<file path="config.mk">
export PLATFORM = sky130hd
export DESIGN_NAME = rmw_seq
export DESIGN_NICKNAME = d
export VERILOG_FILES = /design/src/rtl/P65816.sv /design/src/rtl/rmw_seq.sv
export SDC_FILE = /design/constraint.sdc
export NUM_CORES = 1
export LEC_CHECK = 0
export ABC_AREA = 1
export ABC_CLOCK_PERIOD_IN_PS = 3100
export CAP_MARGIN = 20
export CELL_PAD_IN_SITES_DETAIL_PLACEMENT = 1
export CELL_PAD_IN_SITES_GLOBAL_PLACEMENT = 2
export CORE_MARGIN = 8
export CORE_UTILIZATION = 29
export CTS_CLUSTER_SIZE = 30
export DETAILED_ROUTE_END_ITERATION = 16
export PLACE_DENSITY = 0.91
export SETUP_SLACK_MARGIN = 0.3
export SLEW_MARGIN = 20
export SYNTH_ARGS = -nofsm -noshare
export SYNTH_HDL_FRONTEND = slang
export SYNTH_SLANG_ARGS = --single-unit
</file>
<file path="constraint.sdc">
create_clock -name CLK -period 3.1 [get_ports CLK]
set_input_delay 0.465 -clock CLK [delete_from_list [all_inputs] [get_ports CLK]]
set_output_delay 0.465 -clock CLK [all_outputs]
set_load 0.1 [all_outputs]
</file>
<file path="src/rtl/P65816.sv">
// P65816: types and helpers shared by the 65C816 core blocks.
//   ALUCtrl_r    - ALU control word (fstOp / secOp / fc)
//   rmw_state_e  - state encoding of the read-modify-write sequencer
//   SECOP_TSB_TRB, is_shift_op - operation-class decode used for flag enables
package P65816;

    typedef struct packed {
        logic [2:0] fstOp;
        logic [2:0] secOp;
        logic       fc;
    } ALUCtrl_r;

    typedef enum logic [2:0] {
        RMW_IDLE,
        RMW_RD_LO,
        RMW_RD_HI,
        RMW_MODIFY,
        RMW_WR_HI,
        RMW_WR_LO,
        RMW_DONE
    } rmw_state_e;

    localparam logic [2:0] SECOP_TSB_TRB = 3'b101;

    // Shift/rotate group (ASL/ROL/LSR/ROR) is the only one that writes C.
    function automatic logic is_shift_op(input ALUCtrl_r ctrl);
        return ~ctrl.fstOp[2];
    endfunction

endpackage

</file>
<file path="src/rtl/rmw_seq.sv">
// rmw_seq: read-modify-write sequencer for 65C816 memory-operand
// shift/rotate/inc/dec/TSB/TRB. Fetches an 8/16-bit operand over the byte
// bus, lets the external ALU compute, latches result and flags, writes back.
//
// Ports
//   CLK, RST_N, EN             clock, async active-low reset, clock enable
//   start, op_ctrl, op_w16,
//   op_addr, acc               operation request from the microcode sequencer
//   busy, done                 status; done is a one-cycle completion pulse
//   mem_*                      byte bus master (req held until ack)
//   alu_l/alu_r/alu_ctrl/
//   alu_w16, alu_res, alu_*o   connection to the parent's ALU
//   flag_*, flag_*_we          latched N/Z/C and their write strobes
//
// state      | meaning
// -----------+-------------------------------------------------
// RMW_IDLE   | waiting for start
// RMW_RD_LO  | reading low byte at addr
// RMW_RD_HI  | reading high byte at addr_hi (16-bit only)
// RMW_MODIFY | latching ALU result and flags
// RMW_WR_HI  | writing result[15:8] to addr_hi (16-bit only)
// RMW_WR_LO  | writing result[7:0] to addr
// RMW_DONE   | completion; done and flag strobes follow next cycle
module rmw_seq
    import P65816::*;
#(
    parameter int ADDR_W = 24
) (
    input  logic              CLK,
    input  logic              RST_N,
    input  logic              EN,
    input  logic              start,
    input  ALUCtrl_r          op_ctrl,
    input  logic              op_w16,
    input  logic [ADDR_W-1:0] op_addr,
    input  logic [15:0]       acc,
    output logic              busy,
    output logic              done,
    output logic              mem_req,
    output logic              mem_we,
    output logic [ADDR_W-1:0] mem_addr,
    output logic [7:0]        mem_wdata,
    input  logic [7:0]        mem_rdata,
    input  logic              mem_ack,
    output logic [15:0]       alu_l,
    output logic [15:0]       alu_r,
    output ALUCtrl_r          alu_ctrl,
    output logic              alu_w16,
    input  logic [15:0]       alu_res,
    input  logic              alu_co,
    input  logic              alu_zo,
    input  logic              alu_so,
    output logic              flag_n,
    output logic              flag_z,
    output logic              flag_c,
    output logic              flag_n_we,
    output logic              flag_z_we,
    output logic              flag_c_we
);

    rmw_state_e        state_q, state_d;
    ALUCtrl_r          ctrl_q, ctrl_d;
    logic              w16_q, w16_d;
    logic [ADDR_W-1:0] addr_q, addr_d;
    logic [15:0]       operand_q, operand_d;
    logic [15:0]       result_q, result_d;
    logic              n_q, n_d, z_q, z_d, c_q, c_d;
    logic              done_q, done_d;
    logic              n_we_q, n_we_d, z_we_q, z_we_d, c_we_q, c_we_d;
    logic              mem_req_q, mem_req_d;
    logic              mem_we_q, mem_we_d;
    logic [ADDR_W-1:0] mem_addr_q, mem_addr_d;
    logic [7:0]        mem_wdata_q, mem_wdata_d;

    logic              ack_ok;
    logic [ADDR_W-1:0] addr_hi;

    // Returns {N, Z, C} write enables for the captured operation.
    function automatic logic [2:0] flag_en(input ALUCtrl_r ctrl);
        return {ctrl.secOp != SECOP_TSB_TRB, 1'b1, is_shift_op(ctrl)};
    endfunction

    // An ack only counts against a request we are actually driving.
    assign ack_ok  = mem_ack & mem_req_q;
    // High byte stays in the same bank: the offset wraps, the bank never carries.
    assign addr_hi = {addr_q[ADDR_W-1:16], addr_q[15:0] + 16'd1};

    always_comb begin
        state_d     = state_q;
        ctrl_d      = ctrl_q;
        w16_d       = w16_q;
        addr_d      = addr_q;
        operand_d   = operand_q;
        result_d    = result_q;
        n_d         = n_q;
        z_d         = z_q;
        c_d         = c_q;
        done_d      = 1'b0;
        n_we_d      = 1'b0;
        z_we_d      = 1'b0;
        c_we_d      = 1'b0;
        mem_req_d   = 1'b0;
        mem_we_d    = 1'b0;
        mem_addr_d  = '0;
        mem_wdata_d = 8'h00;

        case (state_q)
            RMW_IDLE: begin
                if (start) begin
                    ctrl_d  = op_ctrl;
                    w16_d   = op_w16;
                    addr_d  = op_addr;
                    state_d = RMW_RD_LO;
                end
            end
            RMW_RD_LO: begin
                if (ack_ok) begin
                    operand_d = {8'h00, mem_rdata};
                    state_d   = w16_q ? RMW_RD_HI : RMW_MODIFY;
                end
            end
            RMW_RD_HI: begin
                if (ack_ok) begin
                    operand_d[15:8] = mem_rdata;
                    state_d         = RMW_MODIFY;
                end
            end
            RMW_MODIFY: begin
                result_d = alu_res;
                n_d      = alu_so;
                z_d      = alu_zo;
                c_d      = alu_co;
                state_d  = w16_q ? RMW_WR_HI : RMW_WR_LO;
            end
            RMW_WR_HI: begin
                if (ack_ok) state_d = RMW_WR_LO;
            end
            RMW_WR_LO: begin
                if (ack_ok) state_d = RMW_DONE;
            end
            RMW_DONE: begin
                state_d                  = RMW_IDLE;
                done_d                   = 1'b1;
                {n_we_d, z_we_d, c_we_d} = flag_en(ctrl_q);
            end
            default: state_d = RMW_IDLE;
        endcase

        // Bus outputs are registered from the state being entered, so a
        // request is on the bus in the first cycle of its access state.
        case (state_d)
            RMW_RD_LO: begin
                mem_req_d  = 1'b1;
                mem_addr_d = addr_d;
            end
            RMW_RD_HI: begin
                mem_req_d  = 1'b1;
                mem_addr_d = addr_hi;
            end
            RMW_WR_HI: begin
                mem_req_d   = 1'b1;
                mem_we_d    = 1'b1;
                mem_addr_d  = addr_hi;
                mem_wdata_d = result_d[15:8];
            end
            RMW_WR_LO: begin
                mem_req_d   = 1'b1;
                mem_we_d    = 1'b1;
                mem_addr_d  = addr_d;
                mem_wdata_d = result_d[7:0];
            end
            default: ;
        endcase
    end

    always_ff @(posedge CLK or negedge RST_N) begin
        if (!RST_N) begin
            state_q     <= RMW_IDLE;
            ctrl_q      <= '0;
            w16_q       <= 1'b0;
            addr_q      <= '0;
            operand_q   <= 16'h0000;
            result_q    <= 16'h0000;
            n_q         <= 1'b0;
            z_q         <= 1'b0;
            c_q         <= 1'b0;
            done_q      <= 1'b0;
            n_we_q      <= 1'b0;
            z_we_q      <= 1'b0;
            c_we_q      <= 1'b0;
            mem_req_q   <= 1'b0;
            mem_we_q    <= 1'b0;
            mem_addr_q  <= '0;
            mem_wdata_q <= 8'h00;
        end else if (EN) begin
            state_q     <= state_d;
            ctrl_q      <= ctrl_d;
            w16_q       <= w16_d;
            addr_q      <= addr_d;
            operand_q   <= operand_d;
            result_q    <= result_d;
            n_q         <= n_d;
            z_q         <= z_d;
            c_q         <= c_d;
            done_q      <= done_d;
            n_we_q      <= n_we_d;
            z_we_q      <= z_we_d;
            c_we_q      <= c_we_d;
            mem_req_q   <= mem_req_d;
            mem_we_q    <= mem_we_d;
            mem_addr_q  <= mem_addr_d;
            mem_wdata_q <= mem_wdata_d;
        end
    end

    assign busy      = (state_q != RMW_IDLE);
    assign done      = done_q;
    assign mem_req   = mem_req_q;
    assign mem_we    = mem_we_q;
    assign mem_addr  = mem_addr_q;
    assign mem_wdata = mem_wdata_q;
    assign alu_l     = acc;
    assign alu_r     = operand_q;
    assign alu_ctrl  = ctrl_q;
    assign alu_w16   = w16_q;
    assign flag_n    = n_q;
    assign flag_z    = z_q;
    assign flag_c    = c_q;
    assign flag_n_we = n_we_q;
    assign flag_z_we = z_we_q;
    assign flag_c_we = c_we_q;

endmodule

</file>
After elaboration in Yosys (flattened, before gate mapping)
Cells that the tools add are included.
{ "op_classes": {"n_reduce_logical": 11, "mux": 21, "order_cmp": 0, "bitwise": 2, "n_eq_ne": 13, "n_div": 0, "n_mul": 0, "shifts": 0, "n_addsub": 1} }
{ "ops": {"columns": ["cell", "count"], "rows": [
  ["$mux W24", 2],
  ["$pmux W24 S2", 1],
  ["$mux W16", 2],
  ["$pmux W8 S2", 2],
  ["$pmux W3 S6", 1],
  ["$add A16 B1 Y16 const B", 1],
  ["$eq A3 B3 Y1 const B", 5],
  ["$mux W3", 5],
  ["$eq A3 B2 Y1 const B", 3],
  ["$mux W8", 1],
  ["$mux W1", 7],
  ["$eq A3 B1 Y1 const B", 2],
  ["$reduce_and A3 Y1", 2],
  ["$reduce_or A2 Y1", 3],
  ["$ne A2 B2 Y1 const B", 2],
  ["$reduce_and A4 Y1", 1],
  ["$reduce_or A4 Y1", 1],
  ["$logic_not A3 Y1", 1],
  ["$ne A3 B3 Y1 const B", 1],
  ["$reduce_bool A3 Y1", 1],
  ["$reduce_and A2 Y1", 1],
  ["$reduce_bool A2 Y1", 1],
  ["$and A1 B1 Y1", 1],
  ["$not A1 Y1", 1]
]} }
{ "totals": {"regBits": 107, "out_inout_bits": 82, "ram_bits": 0, "word_cells": 67, "mem_count": 0, "latch_bits": 0, "mem_bits_ro": 0} }

Logic depth before layout (Yosys ltp)
{ "depth": {"word_depth": 6, "depth_mapped": 12, "ltp_nobuf": 10} }

Worst setup path before layout
No wires, ideal clock.
{ "synth_timing": {"path_type": "reg2reg", "start": "register mem_req_q (netlist: mem_req)", "end": "register mem_addr_q[16] (netlist: mem_addr[16])", "n_path_buf": 1, "stages_incl_launch_ff": 12, "t_arrival_ps": 2234, "path_slack_ps": 801, "t_required_ps": 3035, "synth_period_minus_slack_ps": 2299, "cell_sequence": "dfrtp_1 -> nand2_1 -> inv_1 -> nand2_1 -> nand2_1 -> nand3_2 -> nor2_8 -> nand2_4 -> nor2_8 -> buf_8 -> nand2_1 -> nand2_1"} }
{ "synth_via": {"elab_chain_cells": 6, "elab_cells_between_ends": 13, "classes_between": "eq/ne: 4; mux: 6; bitwise: 1; reduce/logical: 2"} }
{ "synth_lines": {"columns": ["element", "line", "source"], "rows": [
  ["from (decl)", "rmw_seq.sv:70", "logic mem_req_q, mem_req_d;"],
  ["from (signal assigned)", "rmw_seq.sv:209", "mem_req_q <= mem_req_d;"],
  ["$and A1 B1 Y1 *", "rmw_seq.sv:84", "assign ack_ok = mem_ack & mem_req_q;"],
  ["$mux W3, on equally long branches", null, null],
  ["$pmux W3 S6 *", "rmw_seq.sv:107", "case (state_q)"],
  ["$eq A3 B3 Y1, or another cell as far along", "rmw_seq.sv:151", "case (state_d)"],
  ["$reduce_or A2 Y1 (no source line)", null, null],
  ["$pmux W24 S2 *", "rmw_seq.sv:151", null],
  ["to (signal assigned)", "rmw_seq.sv:211", "mem_addr_q <= mem_addr_d;"],
  ["to (decl)", "rmw_seq.sv:72", "logic [ADDR_W-1:0] mem_addr_q, mem_addr_d;"]
]} }
Every way passes the cells marked *; elsewhere a longest branch is shown, timed or not.
A chain may end at the register's enable or synchronous reset.

Final worst setup path
{ "layout_timing": {"start": "register state_q[0]", "end": "register mem_addr_q[13] (netlist: mem_addr[13])"} }
{ "layout_via": {"elab_chain_cells": 5, "elab_cells_between_ends": 20, "classes_between": "eq/ne: 9; mux: 8; reduce/logical: 3"} }
{ "layout_lines": {"columns": ["element", "line", "source"], "rows": [
  ["from (decl)", "rmw_seq.sv:61", "rmw_state_e state_q, state_d;"],
  ["from (signal assigned)", "rmw_seq.sv:196", "state_q <= state_d;"],
  ["$eq A3 B3 Y1, or another cell as far along", "rmw_seq.sv:107", null],
  ["$pmux W3 S6", "rmw_seq.sv:107", null],
  ["$eq A3 B3 Y1, or another cell as far along", "rmw_seq.sv:151", null],
  ["$reduce_or A2 Y1 (no source line)", null, null],
  ["$pmux W24 S2 *", "rmw_seq.sv:151", null]
]} }
Marks and branches as above.

==> results_dict.tcl <==
set metrics [dict create \
    outcome "finished, final reports clean" \
    grt_start_max_net_pins 47 \
    cts_buffer_depth 2 \
    layout-area-overhead-vs-synth_pct 27.66 \
    period_minus_slack_ns 2.175 \
    rows 51 \
    path_delay_family "simple AND/OR/NAND/NOR gates" \
    final_cell_mix "nand2_1, inv_1, dfrtp_1" \
    grt-ovfl-total 0 \
    crit_path_start_kind "register" \
    cts_root_buffer "clkbuf_16" \
    drc 0 \
    ys_warn_count 0 \
    required_ns 3.35 \
    portBuffers 129 \
    wirelength_um 17120 \
    cp_max_fo 17 \
    first_global_vias 5361 \
    wl_per_cell_um 15.37 \
    cts_tree "yes" \
    start_util_pct 29.31 \
    drt_first_pass_iters 4 \
    avgSynthCellArea_sq_um 7.613 \
    die_w_um 155.6 \
    avgViaCountPerCell 4.482 \
    hold_class "input port to async pin" \
    antenna_cells 0 \
    clock.fmax_ghz 0.4599 \
    synth-seq-cells 107 \
    ant_nets 0 \
    synthArstFlopShare_pct 100.0 \
    endpoint_kind "register" \
    cts_inserted_buffers 9 \
    htreeDepth 3 \
    fin_worst_skew_ns 0.01072 \
    p_leak_nw 3.785 \
    slew_violations 0 \
    num_vias 4993 \
    drt_iter0_markers 164 \
    reg2regPathDepth 9 \
    rr_startpoint "state_q[0]" \
    arrival_ns 2.43 \
    num_io_pins 162 \
    cts_resized 0 \
    drv_cap 0 \
    gp_congestion 0.7738 \
    powerDensity_mw_per_mm2 1246 \
    core_area_sq_mm 0.01927 \
    relSlewSlack_pct 54.20 \
    ir_worst_vdd_mv 0.9251 \
    antenna_found_initial 0 \
    synthesis.nets 823 \
    synth_cell_types 26 \
    grt_first_pass_wirelength_um 28190 \
    setup_tns_ns 0 \
    nets 925 \
    clkTransAtPathRegs_ns 0.08 \
    synth_ff_type "dfrtp_1" \
    final_common_cell "nand2_1" \
    finalNonFillerCells 1114 \
    regToRegSetupSlack_ns 0.93 \
    post_cts_buffers 0 \
    critPathKind "register to register" \
    critPathMaxStageDelay_ns 0.49 \
    tightest_slew_ns 0.6854 \
    die_area_sq_mm 0.02420 \
    crit_chain "nor2_2, nand3_2, buf_4, o21ai_0, nor2_1, nand3_1, nand2_1, inv_1, nand2_1" \
    track_usage_pct 14.58 \
    netlist_area_sq_mm 0.005649 \
    cts.sinks 107 \
    ys_seq_area_share_pct 47.40 \
    synth_edf_count 0 \
    dp_hpwl_um 12330 \
    die_h_um 155.6 \
    syn_inst 742 \
    hold_violations 0 \
    setup_viol 0 \
    cpMaxStageDelayCell "dfrtp_1" \
    rsz0062_at_grt "false" \
    cpMostUsedCell "nand2_1" \
    place_inst 1098 \
    cp.buffers_inverters 2 \
    fin_crit_sh_pct 70.15 \
    drive_gt1_share_pct 14.72 \
    power_mw 8.984 \
    worstSkewPairLatency_ns 0.36 \
    r2r_end "mem_addr[13]" \
    postCtsHoldBufs 0 \
]
## synthesized netlist by cell type (4+ instances only)
| master | number | area [sq um] |
|---|---|---|
| mux2_2 | 6 | 67.56 |
| nor2_1 | 48 | 180.2 |
| inv_1 | 108 | 405.4 |
| nand4_1 | 5 | 31.28 |
| nand2_1 | 212 | 795.8 |
| nand3_2 | 5 | 50.05 |
| dfrtp_1 | 107 | 2678 |
| clkbuf_1 | 15 | 56.30 |
| xor2_1 | 14 | 122.6 |
| o22ai_1 | 24 | 150.1 |
| inv_2 | 4 | 15.01 |
| o21ai_0 | 80 | 400.4 |
| buf_4 | 18 | 135.1 |
| buf_2 | 10 | 50.05 |
| nand2_2 | 10 | 62.56 |
| nand3_1 | 58 | 290.3 |
## flip-flops by register name, summed over array words and instances, names as in the netlist
register   count
alu_w16        1
result_q      16
flag_c_we      1
flag_c         1
mem_wdata      8
flag_z_we      1
flag_z         1
flag_n_we      1
mem_req        1
alu_ctrl       7
mem_we         1
alu_r         16
addr_q        24
flag_n         1
mem_addr      24
state_q        3
## final cells by class
class | count | area [sq um]
clock buffer | 9 | 225.2
tap | 265 | 331.6
inverter | 114 | 427.9
clock inverter | 7 | 75.07
fill | 2401 | 12060
timing repair buffer | 138 | 1199
sequential | 107 | 2678
multi-input combinational | 474 | 2276
## where the power goes
group          total, mW  internal (mW)  switching (mW)
sequential          2.39           1.99           0.401
clock               1.20          0.634           0.567
combinational       5.39           1.26            4.14
## per-stage QoR
step / hold slack [ns] / instance area (sq um) / util (%) / worst slack (ns)
finish: 0.1332 / 7212 / 37.42 / 0.9255
global route: 0.1746 / 7212 / 37.42 / 0.6534
CTS: 0.1537 / 7212 / 37.42 / 0.8922
detailed placement: 0.4715 / 6912 / 35.87 / 0.5720
global placement: 0.4652 / 6912 / 35.87 / 0.6310
floorplan: 0.1694 / 5649 / - / 0.8008
## worst reg2reg max path, cell delays in order (launching register included)
cell and delay [ns]:
dfrtp_1 0.49, nor2_2 0.20, nand3_2 0.31, buf_4 0.32
o21ai_0 0.42, nor2_1 0.08, nand3_1 0.10, nand2_1 0.05
inv_1 0.04, nand2_1 0.04
## worst max path at each step
stage / depth (start not counted) / startpoint / to / slack (ns)
floorplan: 11 / mem_req / mem_addr[16] / 0.80
global placement: 9 / mem_ack / mem_wdata[3] / 0.63
detailed placement: 10 / mem_ack / mem_addr[17] / 0.57
CTS: 10 / state_q[0] / mem_addr[22] / 0.89
global route: 9 / state_q[0] / mem_addr[13] / 0.65
finish: 9 / state_q[0] / mem_addr[13] / 0.93
## routing by layer
layer | vias up | share of wire (%) | global-route usage (%)
li1 | 2505 | - | -
met1 | 2386 | 43 | 16.92
met2 | 89 | 50 | 25.57
met3 | 13 | 6.0 | 4.654
met4 | 0 | 1.0 | 3.512
met5 | - | 0 | 0
## kinds of logic (layout without fill, tap and decap cells)
logic type / Yosys count / count (layout) / share of synthesized area (%)
buffers and inverters: 161 / 268 / 12.31
DFF: 107 / 107 / 47.40
and+or+nand+nor: 347 / 347 / 26.78
muxes: 6 / 6 / 1.196
adders and majority gates: 1 / 1 / 0.2214
xor gates and xnor gates: 14 / 14 / 2.171
AOI/OAI and AO/OA: 106 / 106 / 9.922
Note: power is estimated with default switching activity, not from simulation.
